File: src/rtl/swt16_pkg.sv
// swt16_pkg: fetch-state encoding and default sizes shared across the SWT16 fetch path.
// FLUSH_CYCLES default matches the decoder pipeline depth.
package swt16_pkg;

  typedef enum logic [1:0] {
    FS_BOOT  = 2'd0,
    FS_FETCH = 2'd1,
    FS_FLUSH = 2'd2,
    FS_HALT  = 2'd3
  } fetch_state_e;

  localparam int SWT16_PC_WIDTH        = 12;
  localparam int SWT16_IALU_WORD_WIDTH = 16;
  localparam int SWT16_FLUSH_CYCLES    = 2;
  localparam int SWT16_FLUSH_CNT_WIDTH = 3;

  // Clamp to the counter's legal range 1..7 so a bad override can never load 0.
  function automatic logic [SWT16_FLUSH_CNT_WIDTH-1:0] flush_load_value(input int cycles);
    if (cycles < 1) begin
      return 3'd1;
    end else if (cycles > 7) begin
      return 3'd7;
    end else begin
      return SWT16_FLUSH_CNT_WIDTH'(cycles);
    end
  endfunction

endpackage

File: src/rtl/fetch_sequencer_flush_timer.sv
// flush_timer: loadable down-counter for the post-jump flush window.
// busy while nonzero, last on the final count; hold freezes the count.
module flush_timer
  import swt16_pkg::*;
#(
  parameter int CNT_WIDTH = SWT16_FLUSH_CNT_WIDTH
) (
  input  logic                 clock,
  input  logic                 reset,
  input  logic                 load,
  input  logic [CNT_WIDTH-1:0] load_value,
  input  logic                 hold,
  output logic                 busy,
  output logic                 last
);

  logic [CNT_WIDTH-1:0] count_r;

  // Count register: load wins, then decrement while not held and not yet empty.
  always_ff @(posedge clock or posedge reset) begin
    if (reset) begin
      count_r <= '0;
    end else if (load) begin
      count_r <= load_value;
    end else if (!hold && (count_r != '0)) begin
      count_r <= count_r - CNT_WIDTH'(1);
    end else begin
      count_r <= count_r;
    end
  end

  assign busy = (count_r != '0);
  assign last = (count_r == CNT_WIDTH'(1));

endmodule

File: src/rtl/fetch_sequencer.sv
// fetch_sequencer: SWT16 program counter, fetch enable and decoder flush sequencing.
// Optional range trap (HALT state) enabled by defining SWT16_PC_RANGE_CHECK_EN.
module fetch_sequencer
  import swt16_pkg::*;
#(
  parameter int PC_WIDTH        = SWT16_PC_WIDTH,
  parameter int IALU_WORD_WIDTH = SWT16_IALU_WORD_WIDTH,
  parameter int FLUSH_CYCLES    = SWT16_FLUSH_CYCLES
) (
  input  logic                       clock,
  input  logic                       reset,
  input  logic                       in_stall,
  input  logic                       in_jump,
  input  logic [IALU_WORD_WIDTH-1:0] in_jump_target,
  output logic [PC_WIDTH-1:0]        out_pc,
  output logic                       out_pmem_rd_en,
  output logic                       out_flush,
  output logic                       out_trap
);

  localparam logic [1:0] ST_BOOT  = FS_BOOT;
  localparam logic [1:0] ST_FETCH = FS_FETCH;
  localparam logic [1:0] ST_FLUSH = FS_FLUSH;
  localparam logic [1:0] ST_HALT  = FS_HALT;

  logic [1:0]          state_r;
  logic [1:0]          state_next_s;
  logic [PC_WIDTH-1:0] pc_next_s;
  logic [PC_WIDTH-1:0] pc_inc_s;
  logic [PC_WIDTH-1:0] target_pc_s;
  logic                target_hi_err_s;
  logic                pc_at_max_s;
  logic                timer_load_s;
  logic                timer_hold_s;
  logic                timer_busy_s;
  logic                timer_last_s;

  assign pc_inc_s    = out_pc + PC_WIDTH'(1);
  assign target_pc_s = in_jump_target[PC_WIDTH-1:0];

`ifdef SWT16_PC_RANGE_CHECK_EN
  assign target_hi_err_s = |in_jump_target[IALU_WORD_WIDTH-1:PC_WIDTH];
  assign pc_at_max_s     = &out_pc;
`else
  logic unused_target_hi_s;
  assign unused_target_hi_s = ^in_jump_target[IALU_WORD_WIDTH-1:PC_WIDTH];
  assign target_hi_err_s    = 1'b0;
  assign pc_at_max_s        = 1'b0;
`endif

  flush_timer #(
    .CNT_WIDTH (SWT16_FLUSH_CNT_WIDTH)
  ) u_flush_timer (
    .clock      (clock),
    .reset      (reset),
    .load       (timer_load_s),
    .load_value (flush_load_value(FLUSH_CYCLES)),
    .hold       (timer_hold_s),
    .busy       (timer_busy_s),
    .last       (timer_last_s)
  );

  // Next-state / next-PC selection; a trap condition freezes the PC at its current value.
  always_comb begin
    state_next_s = state_r;
    pc_next_s    = out_pc;
    timer_load_s = 1'b0;
    timer_hold_s = 1'b1;
    case (state_r)
      ST_BOOT: begin
        state_next_s = ST_FETCH;
        pc_next_s    = '0;
      end
      ST_FETCH: begin
        if (in_jump) begin
          if (target_hi_err_s) begin
            state_next_s = ST_HALT;
          end else begin
            state_next_s = ST_FLUSH;
            pc_next_s    = target_pc_s;
            timer_load_s = 1'b1;
          end
        end else if (in_stall) begin
          state_next_s = ST_FETCH;
        end else if (pc_at_max_s) begin
          state_next_s = ST_HALT;
        end else begin
          pc_next_s = pc_inc_s;
        end
      end
      ST_FLUSH: begin
        // Jumps here come from squashed wrong-path instructions and are dropped.
        if (in_stall) begin
          state_next_s = ST_FLUSH;
        end else if (pc_at_max_s) begin
          state_next_s = ST_HALT;
        end else begin
          timer_hold_s = 1'b0;
          pc_next_s    = pc_inc_s;
          if (timer_last_s || !timer_busy_s) begin
            state_next_s = ST_FETCH;
          end else begin
            state_next_s = ST_FLUSH;
          end
        end
      end
      ST_HALT: begin
        state_next_s = ST_HALT;
      end
      default: begin
        state_next_s = ST_BOOT;
        pc_next_s    = '0;
      end
    endcase
  end

  // State, PC and fetch/flush outputs registered from the next state.
  always_ff @(posedge clock or posedge reset) begin
    if (reset) begin
      state_r        <= ST_BOOT;
      out_pc         <= '0;
      out_pmem_rd_en <= 1'b0;
      out_flush      <= 1'b1;
    end else begin
      state_r        <= state_next_s;
      out_pc         <= pc_next_s;
      out_pmem_rd_en <= (state_next_s == ST_FETCH) || (state_next_s == ST_FLUSH);
      out_flush      <= (state_next_s != ST_FETCH);
    end
  end

`ifdef SWT16_PC_RANGE_CHECK_EN
  // Sticky trap: HALT is only left through reset.
  always_ff @(posedge clock or posedge reset) begin
    if (reset) begin
      out_trap <= 1'b0;
    end else begin
      out_trap <= (state_next_s == ST_HALT);
    end
  end
`else
  assign out_trap = 1'b0;
`endif

endmodule

File: config.mk
export PLATFORM = sky130hd
export DESIGN_NAME = fetch_sequencer
export DESIGN_NICKNAME = d
export VERILOG_FILES = /design/src/rtl/swt16_pkg.sv /design/src/rtl/fetch_sequencer_flush_timer.sv /design/src/rtl/fetch_sequencer.sv
export SDC_FILE = /design/constraint.sdc
export NUM_CORES = 1
export LEC_CHECK = 0
export ABC_AREA = 1
export CAP_MARGIN = 25
export CORE_MARGIN = 2
export CORE_UTILIZATION = 52
export CTS_CLUSTER_SIZE = 16
export DETAILED_ROUTE_END_ITERATION = 7
export GPL_ROUTABILITY_DRIVEN = 0
export PLACE_DENSITY = 0.84
export SYNTH_ARGS = -nofsm -noshare
export SYNTH_HDL_FRONTEND = slang
export SYNTH_SLANG_ARGS = --single-unit
File: constraint.sdc
create_clock -name clock -period 3.8 [get_ports clock]
set_input_delay 1.14 -clock clock [delete_from_list [all_inputs] [get_ports clock]]
set_output_delay 1.14 -clock clock [all_outputs]
set_load 0.02 [all_outputs]
==> impl_metrics.ini, run 1 <==
[clock_network]
clk_latency_ps = 290
cts_root_buffer = clkbuf_4
ctsHoldBuffers = 0
cts_buffer_depth = 2
cts.reportedPaths.clkPinSlew_ps = 110
cts_made_buffers = 3
htreeDepth = 1
tritoncts = done
post-cts-setup-buffers = 0
numClockSinks = 19
ctsResizeCount = 0

[logic_synthesis]
yosys_register_bits = 19
ys_warn_count = 0
syn_inst = 193
synth_nets = 222
syn_area_sq_um = 1366
synth.distinct_cells = 30
syn_avg_cell_area_sq_um = 7.079
seq_area_frac_synth_pct = 34.89

[die]
die-area_sq_um = 3054
initial_core_util_pct = 55.15
die_w_um = 55.26
std_cell_rows = 18
die_h_um = 55.26
io_pins = 35
core_area_sq_um = 2477

[outcome]
status = finished clean

[cells_and_area]
mostFrequentLayoutCell = nand2_1
drive_above_1_share_pct = 10.36
antenna_cells = 0
layout_common_cells = nand2_1 (71), clkdlybuf4s50_1 (29), inv_1 (23)
nets = 252
syn_to_final_growth_pct = 22.71

[sta]
timing.fmax_ghz = 0.3913
slew_headroom_pct = 51.68
finalSetupViolCount = 0
setup_tns_ps = 0
rsz0062_at_grt = no
slew_violations = 0
skew_ps = 1.583
period_share_pct = 67.25
min_period_ps = 2556
final-hold-violation-count = 0
hold_ws_ps = 525.3
tightest_slew_ps = 724.0

[critical_path]
startpoint_type = register
max_stage_delay_ps = 650
path_max_fanout = 7
crit_type = register to output port
critPathSlowestCell = clkdlybuf4s50_1
cp_top_family = buffers and inverters
path_cells = clkdlybuf4s50_1
path_buf_inv = 1
critPathRequiredTime_ps = 2660
cp.arrival_ps = 1420
crit_path_end_kind = output port

[routing]
totalWireLength_um = 2961
drt_iter0_drc = 20
via_count = 1281
ant_nets = 0
drcViolationCount = 0
firstDrtPassIters = 4
post_drt_wl_per_cell_um = 11.75
via_per_inst = 5.083

[power]
clkPwrFrac_pct = 10.3
ir_drop_v = 0.0004878
p_int_uw = 528.0
leakage_nw = 0.8205
p_switching_uw = 474.7
p_comb_share_pct = 54.5
power_switching_share_pct = 47.34
pwr-share-seq_pct = 35.2
power_density_nw_per_um2 = 598.0

[place]
dpl.hpwl_um = 2313
io_buffer_count = 29

[hold_path]
hold_path.class = register to register

[global_routing]
grt_start_max_net_pins = 20
grt_pass1_wl_um = 5464
grt_pass1_vias = 1297
antenna_found_initial = 0
overflow = 0
grt_usage_pct = 21.76

[flow_run]
drv_cap = 0
[registers in the layout (all words and copies together), names as in the netlist]
signal                 cells
u_flush_timer.count_r      3
out_pmem_rd_en             1
state_r                    2
out_flush                  1
out_pc                    12
[Yosys cell counts, drive strengths merged]
cell / count / share of area, %
nand2: 77 / 23
inv: 30 / 8.4
dfrtp: 18 / 33
o21ai: 14 / 5.4
nor2: 13 / 5.4
ha: 9 / 8.2
nand3: 8 / 2.9
a21oi: 6 / 2.2
buf: 3 / 2.2
nand4: 3 / 1.4
o21bai: 2 / 1.4
o22ai: 2 / 0.92
a22oi: 1 / 0.55
a32oi: 1 / 0.64
clkbuf: 1 / 1.0
conb: 1 / 0.27
dfstp: 1 / 1.9
nor3: 1 / 0.37
o211ai: 1 / 0.55
xnor2: 1 / 0.64
[metrics by stage]
stage	area [sq um]	std cells	worst slack (ps)	total power [mW]	util, %
2_1_floorplan	1366	193	1917	0.7226	-
3_3_place_gp	1650	248	1208	0.8717	66.62
3_5_place_dp	1650	248	1173	0.9052	66.62
4_1_cts	1677	252	1240	1.011	67.68
5_1_grt	1677	252	1182	1.100	67.68
6_report	1677	252	1244	1.003	67.68
[cell families (layout without fill, tap and decap cells)]
kind of cell / after synthesis / count (layout) / share of synthesized area (%)
buf+inv: 34 / 63 / 11.63
xor+xnor: 1 / 1 / 0.6411
fa+ha+maj: 9 / 9 / 8.242
simple gates: 102 / 102 / 32.69
other cells: 1 / 1 / 0.2745
flops: 19 / 19 / 34.89
compound gates: 27 / 27 / 11.63
[power groups by stage]
stage          clock network (mW)  logic (mW)  registers, mW
2_1_floorplan                   0       0.319          0.403
3_3_place_gp                    0       0.519          0.352
3_5_place_dp                    0       0.548          0.357
4_1_cts                     0.107       0.551          0.353
5_1_grt                     0.115       0.617          0.368
6_report                    0.103       0.547          0.353
[path summary, 6_finish.rpt]
| kind | depth (start not counted) | slack (ps) | endpoint | start |
|---|---|---|---|---|
| setup / recovery | 1 | 1240 | out_pc[9] | out_pc[9] |
| hold / removal | 2 | 530 | u_flush_timer.count_r[1] | u_flush_timer.count_r[1] |
| setup reg to reg | 10 | 2070 | out_pc[5] | state_r[1] |
| hold reg to reg | 2 | 530 | u_flush_timer.count_r[1] | u_flush_timer.count_r[1] |
| max in group asynchronous | 2 | 2090 | u_flush_timer.count_r[2] | reset |
| min in group asynchronous | 2 | 1260 | out_pc[10] | reset |
[final cells by class]
cell class | count | area (sq um)
clock buffer | 4 | 26.28
sequential | 19 | 476.7
inverter | 30 | 115.1
timing repair buffer | 29 | 290.3
multi-input combinational | 140 | 730.7
fill | 224 | 800.8
tap | 30 | 37.54
[metal layers]
| layer | up-vias | track usage (%) | wire length, um |
|---|---|---|---|
| li1 | 659 | - | - |
| met1 | 587 | 26.46 | 1336 |
| met2 | 29 | 38.78 | 1473 |
| met3 | 6 | 2.810 | 98 |
| met4 | 0 | 8.362 | 54 |
| met5 | - | 0 | 0 |
(Power assumes the default switching activity.)
==> run 2, diff against run 1 <==
--- a/config.mk
+++ b/config.mk
@@ -8,11 +8,11 @@
 export ABC_AREA = 1
 export CAP_MARGIN = 25
 export CORE_MARGIN = 2
-export CORE_UTILIZATION = 52
+export CORE_UTILIZATION = 49
 export CTS_CLUSTER_SIZE = 16
 export DETAILED_ROUTE_END_ITERATION = 7
 export GPL_ROUTABILITY_DRIVEN = 0
-export PLACE_DENSITY = 0.84
+export PLACE_DENSITY = 0.8
 export SYNTH_ARGS = -nofsm -noshare
 export SYNTH_HDL_FRONTEND = slang
 export SYNTH_SLANG_ARGS = --single-unit
==> constraint.sdc (replaced) <==
create_clock -name clock -period 2.4 [get_ports clock]
set_input_delay 0.72 -clock clock [delete_from_list [all_inputs] [get_ports clock]]
set_output_delay 0.72 -clock clock [all_outputs]
set_load 0.02 [all_outputs]
==> run 2 against run 1 <==
Effect of this change:
- sequential power rose by 59%
- routed wire length fell by 3.1%
- design area rose by 1.5%
- critical path type unchanged
- largest cell class unchanged
- largest power group unchanged
==> impl_metrics.ini, run 2 (same netlist as run 1, synthesis figures left out) <==
[cells_and_area]
syn_to_final_growth_pct = 24.54
final_core_util_pct = 62.79
top_register = out_pc
fillers = 245
antenna_cells = 0
layout_common_cells = nand2_1 (71), clkdlybuf4s50_1 (29), inv_1 (23)
fin_cells = 256
stdcell_area_sq_um = 1702
drive_above_1_share_pct = 12.00
layout.area.seq_sq_um = 476.7
nets = 255
multi_input_area_sq_um = 730.7
top_regs = out_pc (12), u_flush_timer.count_r (3), state_r (2)
largest_reg_flops = 12
mostFrequentLayoutCell = nand2_1

[global_routing]
met3_usage_pct = 2.074
overflow = 0
grt_start_max_net_pins = 20
grt_pass1_wl_um = 4968
grt_usage_pct = 19.58
grt_pass1_vias = 1131
use_met1_pct = 27.50
grt.busiest_layer = met2
antenna_found_initial = 0
use_met2_pct = 31.23

[sta]
timing.fmax_ghz = 0.4610
finalSetupViolCount = 0
final-hold-violation-count = 0
setup_tns_ps = 0
rsz0062_at_grt = no
skew_ps = 3.111
period_share_pct = 90.38
setup_ws_ps = 230.8
hold_ws_ps = 511.3
min_period_ps = 2169
slew_violations = 0

[die]
die_w_um = 56.81
core_area_sq_um = 2710
die_h_um = 56.81
io_pins = 35
initial_core_util_pct = 50.42
std_cell_rows = 19
die-area_sq_um = 3227

[critical_path]
path_max_fanout = 6
max_stage_delay_ps = 650
path_cells = clkdlybuf4s50_1
crit_type = register to output port
critPathSlowestCell = clkdlybuf4s50_1
startpoint_type = register
cp_top_family = buffers and inverters
path_buf_inv = 1
cp.arrival_ps = 1450
crit_path_end_kind = output port
critPathRequiredTime_ps = 1680

[power]
total_power_mw = 1.619
ir_drop_v = 0.0006221
leakage_nw = 0.8383
power_density_nw_per_um2 = 951.6

[clock_network]
numClockSinks = 19
cts_made_buffers = 3
ctsResizeCount = 0
cts_root_buffer = clkbuf_4
cts.reportedPaths.clkPinSlew_ps = 120
ctsHoldBuffers = 0
post-cts-setup-buffers = 0
clk_latency_ps = 310
htreeDepth = 1
cts_buffer_depth = 2
tritoncts = done

[routing]
via_count = 1236
drcViolationCount = 0
totalWireLength_um = 2868
via_per_inst = 4.828
firstDrtPassIters = 4
ant_nets = 0
drt_iter0_drc = 23
post_drt_wl_per_cell_um = 11.20

[place]
pre_cts_slack_ps = 257.6
dpl.hpwl_um = 2097
io_buffer_count = 29
dp.cells = 252
place_area_sq_um = 1674

[outcome]
status = finished clean

[flow_run]
drv_cap = 0

[hold_path]
hold_path.class = register to register
run 2: cell count changes in the layout (fill, tap and decap cells not counted):
| cell | change |
|---|---|
| buf_4 | +3 |
| clkbuf_1 | -1 |
| clkinv_2 | +1 |
run 2: final cells by class:
class | instances | share of cell area (%)
Clock buffer | 3 | 1.324
Sequential cell | 19 | 28.01
Clock inverter | 1 | 0.2941
Inverter | 30 | 6.765
Multi-Input combinational cell | 140 | 42.94
Timing Repair Buffer | 32 | 18.38
Tap cell | 31 | 2.279
run 2: where the power goes:
group	total [mW]	switching [mW]	internal [mW]
Combinational	0.884	0.533	0.351
Clock	0.175	0.113	0.0624
Sequential	0.560	0.122	0.438
Total	1.62	0.768	0.851
run 2: layer usage:
layer  vias up  part of all wire, %  routed length (um)
met5         -                    0                   0
met4         0                  1.4                  40
met3         4                  2.3                  67
met2        20                   46                1318
met1       549                   50                1441
li1        663                    -                   -
run 2: path summary, 6_finish.rpt:
check                                         startpoint                        to  slack [ps]  cells after the start
worst max-delay path                           out_pc[6]                 out_pc[6]         230                      1
worst min-delay path            u_flush_timer.count_r[1]  u_flush_timer.count_r[1]         510                      2
worst max register to register                state_r[1]                 out_pc[4]         800                      9
worst min register to register  u_flush_timer.count_r[1]  u_flush_timer.count_r[1]         510                      2
max in group asynchronous                          reset                 out_flush        1410                      3
min in group asynchronous                          reset                 out_pc[5]         710                      3
==> run 3, diff against run 2 <==
--- a/config.mk
+++ b/config.mk
@@ -15,4 +15,5 @@
 export PLACE_DENSITY = 0.8
 export SYNTH_ARGS = -nofsm -noshare
 export SYNTH_HDL_FRONTEND = slang
+export SYNTH_HIERARCHICAL = 1
 export SYNTH_SLANG_ARGS = --single-unit
==> run 3 against run 2 <==
Effect of this change:
- sequential power is 43% lower
- die area is 1.1% higher
- clock power is 5% lower
- core utilization is 1.1 points higher
- combinational power is 94% lower
- largest power group is now sequential cells
- synthesized cell count is 5.2% higher
- setup slack better by 34 ps
- non-clock buffer count is 2 lower
- synthesized area is 1.2% higher
- total power is 67% lower
==> impl_metrics.ini, run 3 <==
[logic_synthesis]
synth.most_common_cell = nand2_1
synth-edff-count = 0
yosys_register_bits = 19
synth_ff_type = dfrtp_1
syn_avg_cell_area_sq_um = 6.811
syn_area_sq_um = 1383
seq_area_frac_synth_pct = 34.48
synth.distinct_cells = 27
yosysTopAreaCell = dfrtp_1
yosys.area.top_type_share_pct = 32.58
ys_warn_count = 6
ys_async_sr_fraction_pct = 100.0
synth_commonest_cells = nand2_1 (84), inv_1 (19), dfrtp_1 (18), nand3_1 (12)
syn_inst = 203
yosys-top-cells-area = dfrtp_1 (33%), nand2_1 (23%), ha_1 (8.1%)

[critical_path]
path_buf_inv = 1
path_max_fanout = 1
startpoint_type = register
critPathRequiredTime_ps = 1680
worst-r2r-setup-slack_ps = 790
max_stage_delay_ps = 590
cp_num_cells = 1
reg2reg_depth = 8
cp_top_family = buffers and inverters
critPathSlowestCell = clkdlybuf4s50_1
cp-endpoint = out_flush
r2r-start = state_r[1]
r2r_end = out_pc[4]
crit_type = register to output port
path_cells = clkdlybuf4s50_1
worstSetupStartpoint = out_flush
crit_path_end_kind = output port
cp.arrival_ps = 1420

[routing]
firstDrtPassIters = 5
drcViolationCount = 0
totalWireLength_um = 2902
via_per_inst = 4.835
drt_iter0_drc = 33
via_count = 1286
ant_nets = 0
post_drt_wl_per_cell_um = 10.91

[cells_and_area]
top_regs = out_pc (12), u_flush_timer/count_r (3), state_r (2)
stdcell_area_sq_um = 1732
layout_common_cells = nand2_1 (84), clkdlybuf4s50_1 (29), inv_1 (19)
largest_reg_flops = 12
antenna_cells = 0
syn_to_final_growth_pct = 25.25
drive_above_1_share_pct = 10.21
nets = 265
mostFrequentLayoutCell = nand2_1
top_register = out_pc
fin_cells = 266

[die]
die-area_sq_um = 3263
die_h_um = 57.12
core_area_sq_um = 2710
std_cell_rows = 19
io_pins = 35
initial_core_util_pct = 51.02
die_w_um = 57.12

[place]
dp.cells = 262
dpl.hpwl_um = 2220
io_buffer_count = 29
place_area_sq_um = 1705
pre_cts_slack_ps = 230.9

[sta]
finalSetupViolCount = 0
slew_violations = 0
final-hold-violation-count = 0
timing.fmax_ghz = 0.4683
min_period_ps = 2135
period_share_pct = 88.97
setup_tns_ps = 0
rsz0062_at_grt = no
setup_ws_ps = 264.6
skew_ps = 2.757

[clock_network]
clk_latency_ps = 300
htreeDepth = 1
numClockSinks = 19
cts_root_buffer = clkbuf_4
tritoncts = done
cts_buffer_depth = 2
ctsHoldBuffers = 0
cts.reportedPaths.clkPinSlew_ps = 110
ctsResizeCount = 0
cts_made_buffers = 3
post-cts-setup-buffers = 0

[hold_path]
min_from = out_pc[11]
hold_path.class = register to register

[flow_run]
drv_cap = 0

[global_routing]
grt_pass1_wl_um = 5002
grt_pass1_vias = 1149
antenna_found_initial = 0
grt_usage_pct = 19.48
overflow = 0
grt_start_max_net_pins = 19

[outcome]
status = finished clean

[power]
leakage_nw = 0.9484
power_density_nw_per_um2 = 312.2
ir_drop_v = 0.0002385
[run 3: routing by layer]
layer / track usage [%] / vias to the layer above / routed length (um)
met5: 0 / - / 0
met4: 6.977 / 0 / 17
met3: 2.494 / 2 / 121
met2: 33.00 / 27 / 1342
met1: 25.57 / 569 / 1420
li1: - / 688 / -
[run 3: worst min path at each step]
stage,end,slack [ps],cells after the start
4_1_cts,out_pc[11],550,2
6_report,out_pc[11],550,2
3_5_place_dp,out_pc[11],520,2
2_1_floorplan,u_flush_timer/count_r[0],470,1
3_3_place_gp,out_pc[11],520,2
5_1_grt,u_flush_timer/count_r[1],610,2
[run 3: cell type report]
| class | instances | area [sq um] |
|---|---|---|
| Timing Repair Buffer | 30 | 297.8 |
| Tap cell | 31 | 38.79 |
| Sequential cell | 19 | 476.7 |
| Clock buffer | 4 | 26.28 |
| Inverter | 28 | 106.4 |
| Fill cell | 262 | 978.4 |
| Multi-Input combinational cell | 154 | 785.8 |
[run 3: through the flow]
stage                     hold WS [ps]  total power [mW]  utilization, %
after global placement           518.4            0.3792           62.93
after floorplan                  473.6            0.3491               -
after global routing             607.0            0.5636           63.90
after detailed placement         523.5            0.3798           62.93
final                            552.6            0.5405           63.90
after CTS                        553.5            0.5444           63.90
[run 3: power breakdown]
group	switching [mW]	internal (mW)	total [mW]
combinational	0.0248	0.0282	0.0530
sequential	0	0.320	0.320
clock	0.103	0.0647	0.167
[run 3: cell families after synthesis]
logic type	Yosys count	synth area share, %
DFF	19	34.48
adders and majority gates	9	8.145
other	2	0.5432
and+or+nand+nor	116	37.20
buffers and inverters	32	9.231
AOI/OAI and AO/OA	23	9.139
xor gates and xnor gates	2	1.267
